## src/rtl/kernel_sequencer.sv

```systemverilog
// ---------------------------------------------------------------------------
// kernel_sequencer
//
// Drives one shared array of 3*N kernel convolution units through a full
// image pass: a load sweep that streams every pixel of an N x N frame from a
// source memory into the array, a short settling gap, and a readout sweep
// that collects each pixel's result from its owning lane and writes it to a
// destination memory. The kernel units only act on alternate clocks, so each
// load address is held for 2 cycles and each readout address for 3 cycles.
//
// Optional build macro: SEQ_ZERO_CNT_EN adds the zero_cnt output, a count of
// readout writes whose data is zero.
//
// Ports:
//   clk       clock, all state on the rising edge
//   rst_n     asynchronous active-low reset
//   start     begin a pass (sampled only while idle)
//   busy      high from the cycle after start is accepted until done
//   done      one-cycle pulse at the end of a pass
//   src_rd    source read strobe; src_data is valid one cycle later
//   src_addr  source read address
//   src_data  source read data
//   k_we      kernel array write enable
//   k_addr    kernel array pixel position
//   k_data    kernel array write data
//   k_out     concatenated lane outputs, lane l at [l*pixelWidth +: pixelWidth]
//   dst_we    destination write strobe
//   dst_addr  destination address
//   dst_data  destination data
//   zero_cnt  (SEQ_ZERO_CNT_EN only) zero-valued destination writes this pass
// ---------------------------------------------------------------------------
module kernel_sequencer #(
  parameter int N          = 8,
  parameter int bitSize    = 6,
  parameter int pixelWidth = 8
) (
  input  logic                      clk,
  input  logic                      rst_n,
  input  logic                      start,
  output logic                      busy,
  output logic                      done,
  output logic                      src_rd,
  output logic [bitSize:0]          src_addr,
  input  logic [pixelWidth-1:0]     src_data,
  output logic                      k_we,
  output logic [bitSize:0]          k_addr,
  output logic [pixelWidth-1:0]     k_data,
  input  logic [3*N*pixelWidth-1:0] k_out,
  output logic                      dst_we,
  output logic [bitSize:0]          dst_addr,
  output logic [pixelWidth-1:0]     dst_data
`ifdef SEQ_ZERO_CNT_EN
  ,
  output logic [bitSize+1:0]        zero_cnt
`endif
);

  localparam int LANES = 3 * N;
  localparam int LW    = (LANES > 1) ? $clog2(LANES) : 1;
  localparam logic [bitSize:0] LAST  = (bitSize+1)'(N * N - 1);
  localparam logic [bitSize:0] NW    = (bitSize+1)'(N);
  localparam logic [bitSize:0] THREE = (bitSize+1)'(3);
  localparam logic [bitSize:0] ONE   = (bitSize+1)'(1);

  typedef enum logic [2:0] {IDLE, LOAD, GAP, READ, FIN} state_t;

  state_t                state_q, state_d;
  logic [1:0]            phase_q, phase_d;
  logic [bitSize:0]      cnt_q, cnt_d;
  logic                  tail_q, tail_d;
  logic                  busy_q, busy_d;
  logic                  done_q, done_d;
  logic                  src_rd_q, src_rd_d;
  logic [bitSize:0]      src_addr_q, src_addr_d;
  logic                  k_we_q, k_we_d;
  logic [bitSize:0]      k_addr_q, k_addr_d;
  logic [pixelWidth-1:0] k_data_q, k_data_d;
  logic                  dst_we_q, dst_we_d;
  logic [bitSize:0]      dst_addr_q, dst_addr_d;
  logic [pixelWidth-1:0] dst_data_q, dst_data_d;
`ifdef SEQ_ZERO_CNT_EN
  logic [bitSize+1:0]    zc_q, zc_d;
`endif

  // Lane view of the concatenated kernel outputs.
  logic [pixelWidth-1:0] lane_w [LANES];
  for (genvar gi = 0; gi < LANES; gi++) begin : g_lane
    assign lane_w[gi] = k_out[gi*pixelWidth +: pixelWidth];
  end

  // Owning lane of the pixel currently being read: rows rotate through
  // three banks of N lanes each.
  logic [bitSize:0] row_w, col_w, rmod_w;
  logic [LW-1:0]    lane_sel_w;
  always_comb begin
    row_w      = cnt_q / NW;
    col_w      = cnt_q % NW;
    rmod_w     = row_w % THREE;
    lane_sel_w = LW'(rmod_w * NW + col_w);
  end

  always_comb begin
    state_d    = state_q;
    phase_d    = phase_q;
    cnt_d      = cnt_q;
    tail_d     = tail_q;
    busy_d     = busy_q;
    done_d     = 1'b0;
    src_rd_d   = 1'b0;
    src_addr_d = src_addr_q;
    k_we_d     = k_we_q;
    k_addr_d   = k_addr_q;
    k_data_d   = k_data_q;
    dst_we_d   = 1'b0;
    dst_addr_d = dst_addr_q;
    dst_data_d = dst_data_q;
`ifdef SEQ_ZERO_CNT_EN
    zc_d       = zc_q;
`endif
    unique case (state_q)
      IDLE: begin
        if (start) begin
          state_d    = LOAD;
          src_rd_d   = 1'b1;
          src_addr_d = '0;
          busy_d     = 1'b1;
          cnt_d      = '0;
          phase_d    = 2'd0;
          tail_d     = 1'b0;
`ifdef SEQ_ZERO_CNT_EN
          zc_d       = '0;
`endif
        end
      end
      LOAD: begin
        // Phase 0 issues (or idles after) a source read; at the end of
        // phase 1 the returned pixel is captured into a new 2-cycle window
        // and the read for the following pixel is issued.
        if (phase_q == 2'd0) begin
          phase_d = 2'd1;
        end else begin
          phase_d = 2'd0;
          if (tail_q) begin
            // Last window has had its two cycles; k_addr stays on the
            // final pixel through the gap.
            state_d = GAP;
            k_we_d  = 1'b0;
          end else begin
            k_we_d   = 1'b1;
            k_addr_d = cnt_q;
            k_data_d = src_data;
            if (cnt_q == LAST) begin
              tail_d = 1'b1;
            end else begin
              src_rd_d   = 1'b1;
              src_addr_d = cnt_q + ONE;
              cnt_d      = cnt_q + ONE;
            end
          end
        end
      end
      GAP: begin
        if (phase_q == 2'd0) begin
          phase_d = 2'd1;
        end else begin
          state_d  = READ;
          phase_d  = 2'd0;
          cnt_d    = '0;
          k_addr_d = '0;
        end
      end
      READ: begin
        // The lane has had two cycles to settle on k_addr before the result
        // is taken, so the write lands on the third cycle of the window.
        unique case (phase_q)
          2'd0: phase_d = 2'd1;
          2'd1: begin
            phase_d    = 2'd2;
            dst_we_d   = 1'b1;
            dst_addr_d = cnt_q;
            dst_data_d = lane_w[lane_sel_w];
`ifdef SEQ_ZERO_CNT_EN
            if (lane_w[lane_sel_w] == '0) zc_d = zc_q + (bitSize+2)'(1);
`endif
          end
          default: begin
            phase_d = 2'd0;
            if (cnt_q == LAST) begin
              state_d  = FIN;
              done_d   = 1'b1;
              busy_d   = 1'b0;
              k_addr_d = '0;
            end else begin
              cnt_d    = cnt_q + ONE;
              k_addr_d = cnt_q + ONE;
            end
          end
        endcase
      end
      FIN: begin
        state_d = IDLE;
      end
      default: begin
        state_d = IDLE;
      end
    endcase
  end

  always_ff @(posedge clk or negedge rst_n) begin
    if (!rst_n) begin
      state_q    <= IDLE;
      phase_q    <= 2'd0;
      cnt_q      <= '0;
      tail_q     <= 1'b0;
      busy_q     <= 1'b0;
      done_q     <= 1'b0;
      src_rd_q   <= 1'b0;
      src_addr_q <= '0;
      k_we_q     <= 1'b0;
      k_addr_q   <= '0;
      k_data_q   <= '0;
      dst_we_q   <= 1'b0;
      dst_addr_q <= '0;
      dst_data_q <= '0;
`ifdef SEQ_ZERO_CNT_EN
      zc_q       <= '0;
`endif
    end else begin
      state_q    <= state_d;
      phase_q    <= phase_d;
      cnt_q      <= cnt_d;
      tail_q     <= tail_d;
      busy_q     <= busy_d;
      done_q     <= done_d;
      src_rd_q   <= src_rd_d;
      src_addr_q <= src_addr_d;
      k_we_q     <= k_we_d;
      k_addr_q   <= k_addr_d;
      k_data_q   <= k_data_d;
      dst_we_q   <= dst_we_d;
      dst_addr_q <= dst_addr_d;
      dst_data_q <= dst_data_d;
`ifdef SEQ_ZERO_CNT_EN
      zc_q       <= zc_d;
`endif
    end
  end

  assign busy     = busy_q;
  assign done     = done_q;
  assign src_rd   = src_rd_q;
  assign src_addr = src_addr_q;
  assign k_we     = k_we_q;
  assign k_addr   = k_addr_q;
  assign k_data   = k_data_q;
  assign dst_we   = dst_we_q;
  assign dst_addr = dst_addr_q;
  assign dst_data = dst_data_q;
`ifdef SEQ_ZERO_CNT_EN
  assign zero_cnt = zc_q;
`endif

endmodule

```

## config.mk

```make
export PLATFORM = sky130hd
export DESIGN_NAME = kernel_sequencer
export DESIGN_NICKNAME = d
export VERILOG_FILES = /design/src/rtl/kernel_sequencer.sv
export SDC_FILE = /design/constraint.sdc
export NUM_CORES = 1
export LEC_CHECK = 0
export BUFFER_PORTS_ARGS = -buffer_cell sky130_fd_sc_hd__buf_2
export CAP_MARGIN = 15
export CORE_MARGIN = 5
export CORE_UTILIZATION = 44
export DETAILED_ROUTE_END_ITERATION = 10
export GPL_TIMING_DRIVEN = 0
export PLACE_DENSITY = 0.81
export SLEW_MARGIN = 20
export SYNTH_ARGS = -nofsm -noshare
export SYNTH_HDL_FRONTEND = slang
export SYNTH_SLANG_ARGS = --single-unit
```

## constraint.sdc

```tcl
create_clock -name clk -period 3.05 [get_ports clk]
set_input_delay 0.61 -clock clk [delete_from_list [all_inputs] [get_ports clk]]
set_output_delay 0.61 -clock clk [all_outputs]
set_load 0.05 [all_outputs]
```

# ---- Word-level counts from Yosys, hierarchy flattened
# Index checks and enable logic that the tools add are counted.
dict set report word_totals {
  ff_bits 55
  output_inout_bits 42
  elab_cells 102
}
dict set report op_classes {
  add_sub_neg 2
  n_div 1
  order_cmp 1
  n_eq_ne 13
  mux 49
  bitwise_logic 3
  n_reduce_logical 19
}
# cell n
set ops {}
lappend ops {{two-way mux 7 bit} 13}
lappend ops {{binary-select mux 8 bit (select 5 bit)} 1}
lappend ops {{one-hot mux 7 bit (4 select lines)} 1}
lappend ops {{one-hot mux 7 bit (3 select lines)} 1}
lappend ops {{two-way mux 3 bit} 6}
lappend ops {{two-way mux 1 bit} 17}
lappend ops {{two-way mux 8 bit} 2}
lappend ops {{inequality test 2 bit (second input constant)} 8}
lappend ops {{one-hot mux 7 bit (2 select lines)} 1}
lappend ops {{one-hot mux 3 bit (4 select lines)} 1}
lappend ops {{AND reduction 6 bit} 2}
lappend ops {{AND reduction 5 bit} 2}
lappend ops {{adder 7 x 1 -> 7 bit (second input constant)} 1}
lappend ops {{== test 7 x 6 -> 1 bit (second input constant)} 1}
lappend ops {{remainder unit 4 x 2 -> 7 bit (second input constant)} 1}
lappend ops {{== test 3 x 2 -> 1 bit (second input constant)} 2}
lappend ops {{greater-or-equal comparator 6 bit (second input constant)} 1}
lappend ops {{NOT 5 -> 6 bit} 1}
lappend ops {{one-hot mux 1 bit (2 select lines)} 3}
lappend ops {{one-hot mux 2 bit (3 select lines)} 1}
lappend ops {{AND reduction 2 bit} 3}
lappend ops {{AND reduction 3 bit} 2}
lappend ops {{nonzero test 3 bit} 2}
lappend ops {{adder 5 x 3 -> 5 bit} 1}
lappend ops {{11 further kinds} 14}

# ---- Depth between registers and ports, before layout
# Gate-level depths: netlist of the first run.
dict set report logic_depth {
  ltp_word 6
  mapped_depth 11
  depth_no_buf 9
}

# ---- Worst setup path before layout of the first run
# No wires, ideal clock.
dict set report synth_timing {
  path_type {register -> register}
  start {register cnt_q[5]}
  end {register dst_data_q[0], in the netlist dst_data[0]}
  setup_ps 131
  arrival_ps 2316
  path_slack_ps 603
  stages_incl_launch_ff 11
  path_buffers 2
  period_less_slack_ps 2447
  cell_sequence {dfrtp_1 -> buf_6 -> nor2b_4 -> ha_1 -> nand3b_1 -> a221oi_4 -> a21oi_1 -> clkbuf_2 -> o21ai_1 -> a21oi_1 -> or3_1}
}
dict set report synth_via {
  elab_chain_cells 6
}
# element line
set synth_lines {}
lappend synth_lines {{start: declaration} 69} ;# logic [bitSize:0] cnt_q, cnt_d;
lappend synth_lines {{start signal: assignment} 231} ;# cnt_q <= cnt_d;
lappend synth_lines {{remainder unit 4 x 2 -> 7 bit} 98} ;# rmod_w = row_w % THREE;
lappend synth_lines {{adder 5 x 3 -> 5 bit} 99} ;# lane_sel_w = LW'(rmod_w * NW + col_w);
lappend synth_lines {{NOT 5 -> 6 bit (not written as such)} 181} ;# dst_data_d = lane_w[lane_sel_w];
lappend synth_lines {{binary-select mux 8 bit (select 5 bit)} 181}
lappend synth_lines {{two-way mux 8 bit (not written as such) (2 in series)} 181}
lappend synth_lines {{end signal: assignment} 242} ;# dst_data_q <= dst_data_d;
lappend synth_lines {{end: declaration} 80} ;# logic [pixelWidth-1:0] dst_data_q, dst_data_d;
# No other way between the ends. The select of a mux whose other input is x is not followed.
# A chain may end at the register's enable or synchronous reset.

# ---- Final worst setup path of the first run
dict set report layout_timing {
  start {register cnt_q[4]}
  end {register dst_data_q[7], in the netlist dst_data[7]}
}
# The elaborated chain is that of the path after synthesis.

==> results.yml, run 1 <==
worst_setup_path:
  end_kind: "flip-flop"
  cp.required_ns: 3.25
  critPathLaunchType: "flip-flop"
  path_class: "flip-flop to flip-flop"
  critPathArrivalTime_ns: 3.08
  cp_max_fo: 10
synthesis:
  async_flop_share_pct: 100.0
  synth-main-ff-cell: "dfrtp_1"
  synth_enable_flop_cells: 0
  synth_seq_area_share_pct: 33.51
  ys_warn_count: 0
  synth.ff_latch_count: 55
  synth_cell_types: 49
  synth_nets: 596
  synthCells: 390
  syn-cell-area_um2: 4108
  avgSynthCellArea_um2: 10.53
timing:
  setup_violations: 0
  hold_violations: 0
  fin_skew_ns: 0.01300
  tns_ns: 0
  worst_pin_slew_ns: 0.7087
  rsz0062_at_grt: "false"
  layout_min_cycle_time_ns: 2.879
  post-route-period-util_pct: 94.39
  drv_slew: 0
  relSlewSlack_pct: 52.39
  timing.final.ws_setup_ns: 0.1710
  max_freq_mhz: 347.3
drt:
  drt-met1-wl_mm: 5.461
  avgRoutedWirePerCell_um: 19.30
  dr_wl_met2_mm: 7.418
  drt_wl_total_mm: 14.51
  drt_drc_violations_left: 0
  routed-wl-met3_mm: 1.296
  vias: 4342
  maxUsedRoutingLayer: "met5"
  drtIter0Drc: 240
  ant_nets: 0
  drt_pass1_iterations: 6
  vias_per_cell: 5.774
final_layout:
  layout.cells.non_filler: 752
  layout-drive-gt1-share_pct: 52.42
  antenna_cells: 0
  finalCoreUtilization_pct: 60.94
  syn2layout_area_growth_pct: 35.79
  layout_commonest_cell: "buf_2"
  nNetsFinal: 847
  final_cell_mix: "256 x buf_2, 55 x dfrtp_1, 50 x nand2_1, 48 x mux4_2, 43 x o21ai_0"
clocking:
  clock_latency_ns: 0.31
  numCtsBuffers: 5
  cts_root_buf: "clkbuf_8"
  cts_buffer_depth: 2
  h-tree-depth: 2
  cts_tree: "yes"
  cts_setup_buffers: 0
  cts_sinks: 55
  clk_pin_slew_ns: 0.10
global_routing:
  antenna_found_initial: 1
  grt_pass1_wl_mm: 22.47
  overflow: 0
  grt_max_degree: 56
  grt_pass1_vias: 4569
  grt_usage_pct: 24.92
die:
  die_h_um: 106.6
  dieArea_um2: 11370
  coreArea_um2: 9153
  initial_core_util_pct: 44.88
  die_x_um: 106.6
  io_pins: 245
  rows: 35
pwr:
  power_mw: 4.875
  comb_power_share_pct: 67.1
  p_leak_nw: 2.705
  switching_share_pct: 49.53
  p_int_mw: 2.461
  p_clk_share_pct: 9.9
  pwr-share-seq_pct: 23.0
  power_switching_mw: 2.414
  ir_drop_v: 0.0003811
  power.density_nw_per_um2: 874.0
placed_design:
  gp_congestion: 0.9535
  dp.cells: 745
  post-place-ws_ns: 0.1325
  place_hpwl_mm: 12.18
  port_buffers: 244
min_path:
  hp-class: "input pin to asynchronous set/reset pin"
job:
  cap_violations: 0
run_status:
  status: "completed"
==> cells in the mapped netlist, drive strengths merged, types with 2 or more instances <==
| master | instances | area share, % |
|---|---|---|
| nor3 | 7 | 1.1 |
| nand2 | 50 | 4.6 |
| nand2b | 3 | 0.46 |
| mux4 | 48 | 26 |
| nor2b | 3 | 0.64 |
| a21o | 2 | 0.37 |
| a21oi | 30 | 3.7 |
| o31ai | 9 | 1.6 |
| mux2 | 10 | 2.7 |
| or3 | 11 | 1.7 |
| xnor2 | 5 | 1.1 |
| buf | 18 | 2.3 |
| o21ai | 45 | 5.5 |
| mux2i | 8 | 1.9 |
| o21a | 3 | 0.55 |
| nand3 | 21 | 2.6 |
| and3 | 3 | 0.46 |
| nor2 | 15 | 1.6 |
| dfrtp | 55 | 34 |
| nand3b | 2 | 0.67 |
| ha | 3 | 0.91 |
| inv | 9 | 0.82 |
| clkbuf | 15 | 1.4 |
| o221ai | 2 | 0.43 |
==> stage by stage <==
stage / hold WS, ns / instance area, µm²
after floorplan: 0.3144 / 4108
after global placement: 0.4599 / 5468
after detailed placement: 0.4660 / 5470
after CTS: 0.3585 / 5577
after global routing: 0.4055 / 5578
final: 0.3439 / 5578
==> per-layer routing <==
layer / GRT usage (%) / vias to the layer above
met2: 43.30 / 247
met5: 0 / -
met1: 31.60 / 2087
li1: - / 1976
met4: 6.119 / 2
met3: 5.599 / 30
==> repair_timing <==
action | in CTS | in global routing
hold buffers | 0 | 0
endpoints found under the setup margin | 0 | 8
gates resized for setup | 0 | 2
==> worst max-delay path, cell delays in order, from the launching register on <==
cell	delay, ns
dfrtp_1	0.39
clkbuf_2	0.24
nor3b_1	0.08
a21oi_1	0.32
inv_1	0.08
ha_1	0.22
a221oi_4	0.32
a21oi_1	0.24
clkbuf_2	0.23
o21ai_0	0.21
a21oi_1	0.12
or3_1	0.31
==> power groups by stage <==
stage	Clock (mW)	Sequential, mW	Combinational, mW
floorplan	0	1.81	1.74
global placement	0	1.11	3.21
detailed placement	0	1.13	3.27
CTS	0.487	1.12	3.28
global route	0.519	1.15	3.52
finish	0.483	1.12	3.27
==> path summary, 6_finish.rpt <==
check / from / endpoint / cells past startpoint / slack, ns
worst max-delay path: cnt_q[4] / dst_data[7] / 11 / 0.17
worst min-delay path: rst_n / dst_addr[2] / 1 / 0.34
worst max register to register: cnt_q[4] / dst_data[7] / 11 / 0.17
worst min register to register: dst_addr[0] / dst_addr[0] / 2 / 0.48
max in group asynchronous: rst_n / k_data[2] / 1 / 2.25
min in group clk: dst_addr[0] / dst_addr[0] / 2 / 0.48
==> area by class of cell <==
| class | instances | area (µm²) |
|---|---|---|
| Tap cell | 111 | 138.9 |
| Clock buffer | 5 | 68.82 |
| Multi-Input combinational cell | 293 | 2545 |
| Fill cell | 803 | 3575 |
| Sequential cell | 55 | 1376 |
| Clock inverter | 2 | 37.54 |
| Buffer | 33 | 153.9 |
| Timing Repair Buffer | 244 | 1224 |
| Inverter | 9 | 33.78 |
==> logic make-up (layout without fill, tap and decap cells) <==
| group | Yosys count | after routing | share of synthesized area [%] |
|---|---|---|---|
| XOR/XNOR | 6 | 6 | 1.279 |
| buffers and inverters | 42 | 293 | 4.539 |
| AO/OA/AOI/OAI | 96 | 96 | 13.68 |
| AND/OR/NAND/NOR | 122 | 122 | 15.08 |
| adder cells (fa/ha/maj) | 3 | 3 | 0.9139 |
| multiplexers | 66 | 66 | 31.01 |
| flip-flops | 55 | 55 | 33.51 |
==> flip-flops by register name, indices dropped and copies added (netlist names) <==
name	flops
k_addr	7
k_we	1
src_addr	7
dst_addr	7
phase_q	2
state_q	3
cnt_q	7
tail_q	1
busy	1
src_rd	1
done	1
dst_data	8
dst_we	1
k_data	8
No activity file was read; power rests on OpenSTA's default activity.
==> run 2: changes to the inputs <==
Settings changed: RECOVER_POWER from default to 50, SLEW_MARGIN 20 to 30.
==> run 2 against run 1 <==
Against the previous run: largest power group unchanged; critical path type unchanged; core utilization shrank 0.29 points; final cell count is the same; global-route usage is the same; combinational power is essentially flat; wire length shrank 0.27%; critical endpoint is now dst_data[1]; fmax grew 0.30%.
==> results.yml, run 2 (synthesis results as in run 1) <==
final_layout:
  layout-drive-gt1-share_pct: 49.30
  layout.cells.non_filler: 752
  num-fill-cells: 816
  antenna_cells: 0
  final_cell_area_um2: 5552
  syn2layout_area_growth_pct: 35.15
  final_cell_mix: "237 x buf_2, 55 x dfrtp_1, 50 x nand2_1, 48 x mux4_2, 43 x o21ai_0"
  layout_commonest_cell: "buf_2"
  nNetsFinal: 847
drt:
  ant_nets: 0
  vias: 4289
  drt_drc_violations_left: 0
  drt_wl_total_mm: 14.47
  drtIter0Drc: 280
  drt_pass1_iterations: 5
  avgRoutedWirePerCell_um: 19.24
  vias_per_cell: 5.703
worst_setup_path:
  critPathArrivalTime_ns: 3.07
  cp.required_ns: 3.25
  critPathLaunchType: "flip-flop"
  path_class: "flip-flop to flip-flop"
  cp_max_fo: 10
  end_kind: "flip-flop"
die:
  rows: 35
  io_pins: 245
  coreArea_um2: 9153
  die_x_um: 106.6
  initial_core_util_pct: 44.88
  die_h_um: 106.6
  dieArea_um2: 11370
timing:
  max_freq_mhz: 348.4
  drv_slew: 0
  layout_min_cycle_time_ns: 2.871
  whs_ns: 0.4812
  hold_violations: 0
  setup_violations: 0
  post-route-period-util_pct: 94.12
  fin_skew_ns: 0.01392
  rsz0062_at_grt: "false"
  worst_pin_slew_ns: 1.366
  relSlewSlack_pct: 8.925
  tns_ns: 0
clocking:
  h-tree-depth: 2
  cts_root_buf: "clkbuf_8"
  cts_tree: "yes"
  cts_buffer_depth: 2
  cts_sinks: 55
  cts_hold_buf: 0
  clock_latency_ns: 0.31
  clk_pin_slew_ns: 0.10
  numCtsBuffers: 5
min_path:
  hp-class: "flip-flop to flip-flop"
run_status:
  status: "completed"
placed_design:
  port_buffers: 244
  dp.cells: 745
  place_area_um2: 5470
  gp_congestion: 0.9535
  place_hpwl_mm: 12.18
pwr:
  p_int_mw: 2.435
  power.density_nw_per_um2: 873.3
  comb_power_share_pct: 66.9
  p_clk_share_pct: 9.9
  ir_drop_v: 0.0003807
  power_mw: 4.848
  p_leak_nw: 2.642
  pwr-share-seq_pct: 23.2
  switching_share_pct: 49.77
  power_switching_mw: 2.413
global_routing:
  antenna_found_initial: 1
  grt_pass1_vias: 4569
  grt_max_degree: 56
  grt_usage_pct: 24.92
  overflow: 0
  grt_pass1_wl_mm: 22.47
job:
  cap_violations: 0
## run 2: per-stage QoR
stage	utilization, %	setup slack (ns)
floorplan	-	0.6028
global placement	59.74	0.2373
detailed placement	59.77	0.1325
CTS	60.93	0.1066
global route	60.66	0.01176
finish	60.66	0.1794
## run 2: layer usage
metal  track usage (%)  part of all wire, %  vias to the layer above
met5                 0                0.090                        -
met4             6.119                  2.3                        2
met3             5.599                  8.5                       29
met1             31.60                   38                     2037
met2             43.30                   51                      246
li1                  -                    -                     1975
## run 2: worst paths after layout
path                                    end   startpoint  slack (ns)  depth (start not counted)
worst max-delay path            dst_data[1]     cnt_q[4]        0.18                         11
min in group asynchronous         k_addr[5]        rst_n        0.60                          1
max in group asynchronous         k_data[2]        rst_n        1.64                          1
worst min-delay path            dst_addr[0]  dst_addr[0]        0.48                          2
worst max register to register  dst_data[1]     cnt_q[4]        0.18                         11
worst min register to register  dst_addr[0]  dst_addr[0]        0.48                          2
## run 2: final cells by class
cell class	instances	area (µm²)	share of cell area, %
inverter	9	33.78	0.6085
clock inverter	2	37.54	0.6761
sequential	55	1376	24.79
multi-input combinational	293	2545	45.84
timing repair buffer	244	1197	21.57
buffer	33	153.9	2.772
tap	111	138.9	2.502
clock buffer	5	68.82	1.240
## run 2: critical path, cell delays in order (launching register included)
cell	delay, ns
dfrtp_1	0.40
clkbuf_2	0.24
nor3b_1	0.08
a21oi_1	0.32
inv_1	0.08
ha_1	0.22
a221oi_4	0.32
a21oi_1	0.25
clkbuf_2	0.23
o21ai_0	0.22
a21oi_1	0.10
or3_1	0.30
## run 2: power by group through the flow
stage               registers, mW  clock network, mW  logic [mW]
floorplan                    1.81                  0        1.74
detailed placement           1.13                  0        3.27
finish                       1.12              0.482        3.24
global placement             1.11                  0        3.21
global route                 1.15              0.519        3.50
CTS                          1.12              0.487        3.28
## run 2: timing repair
item	CTS	global route
resized for setup	0	2
setup buffers	0	0
hold endpoints to repair	0	0
endpoints found under the setup margin	0	8
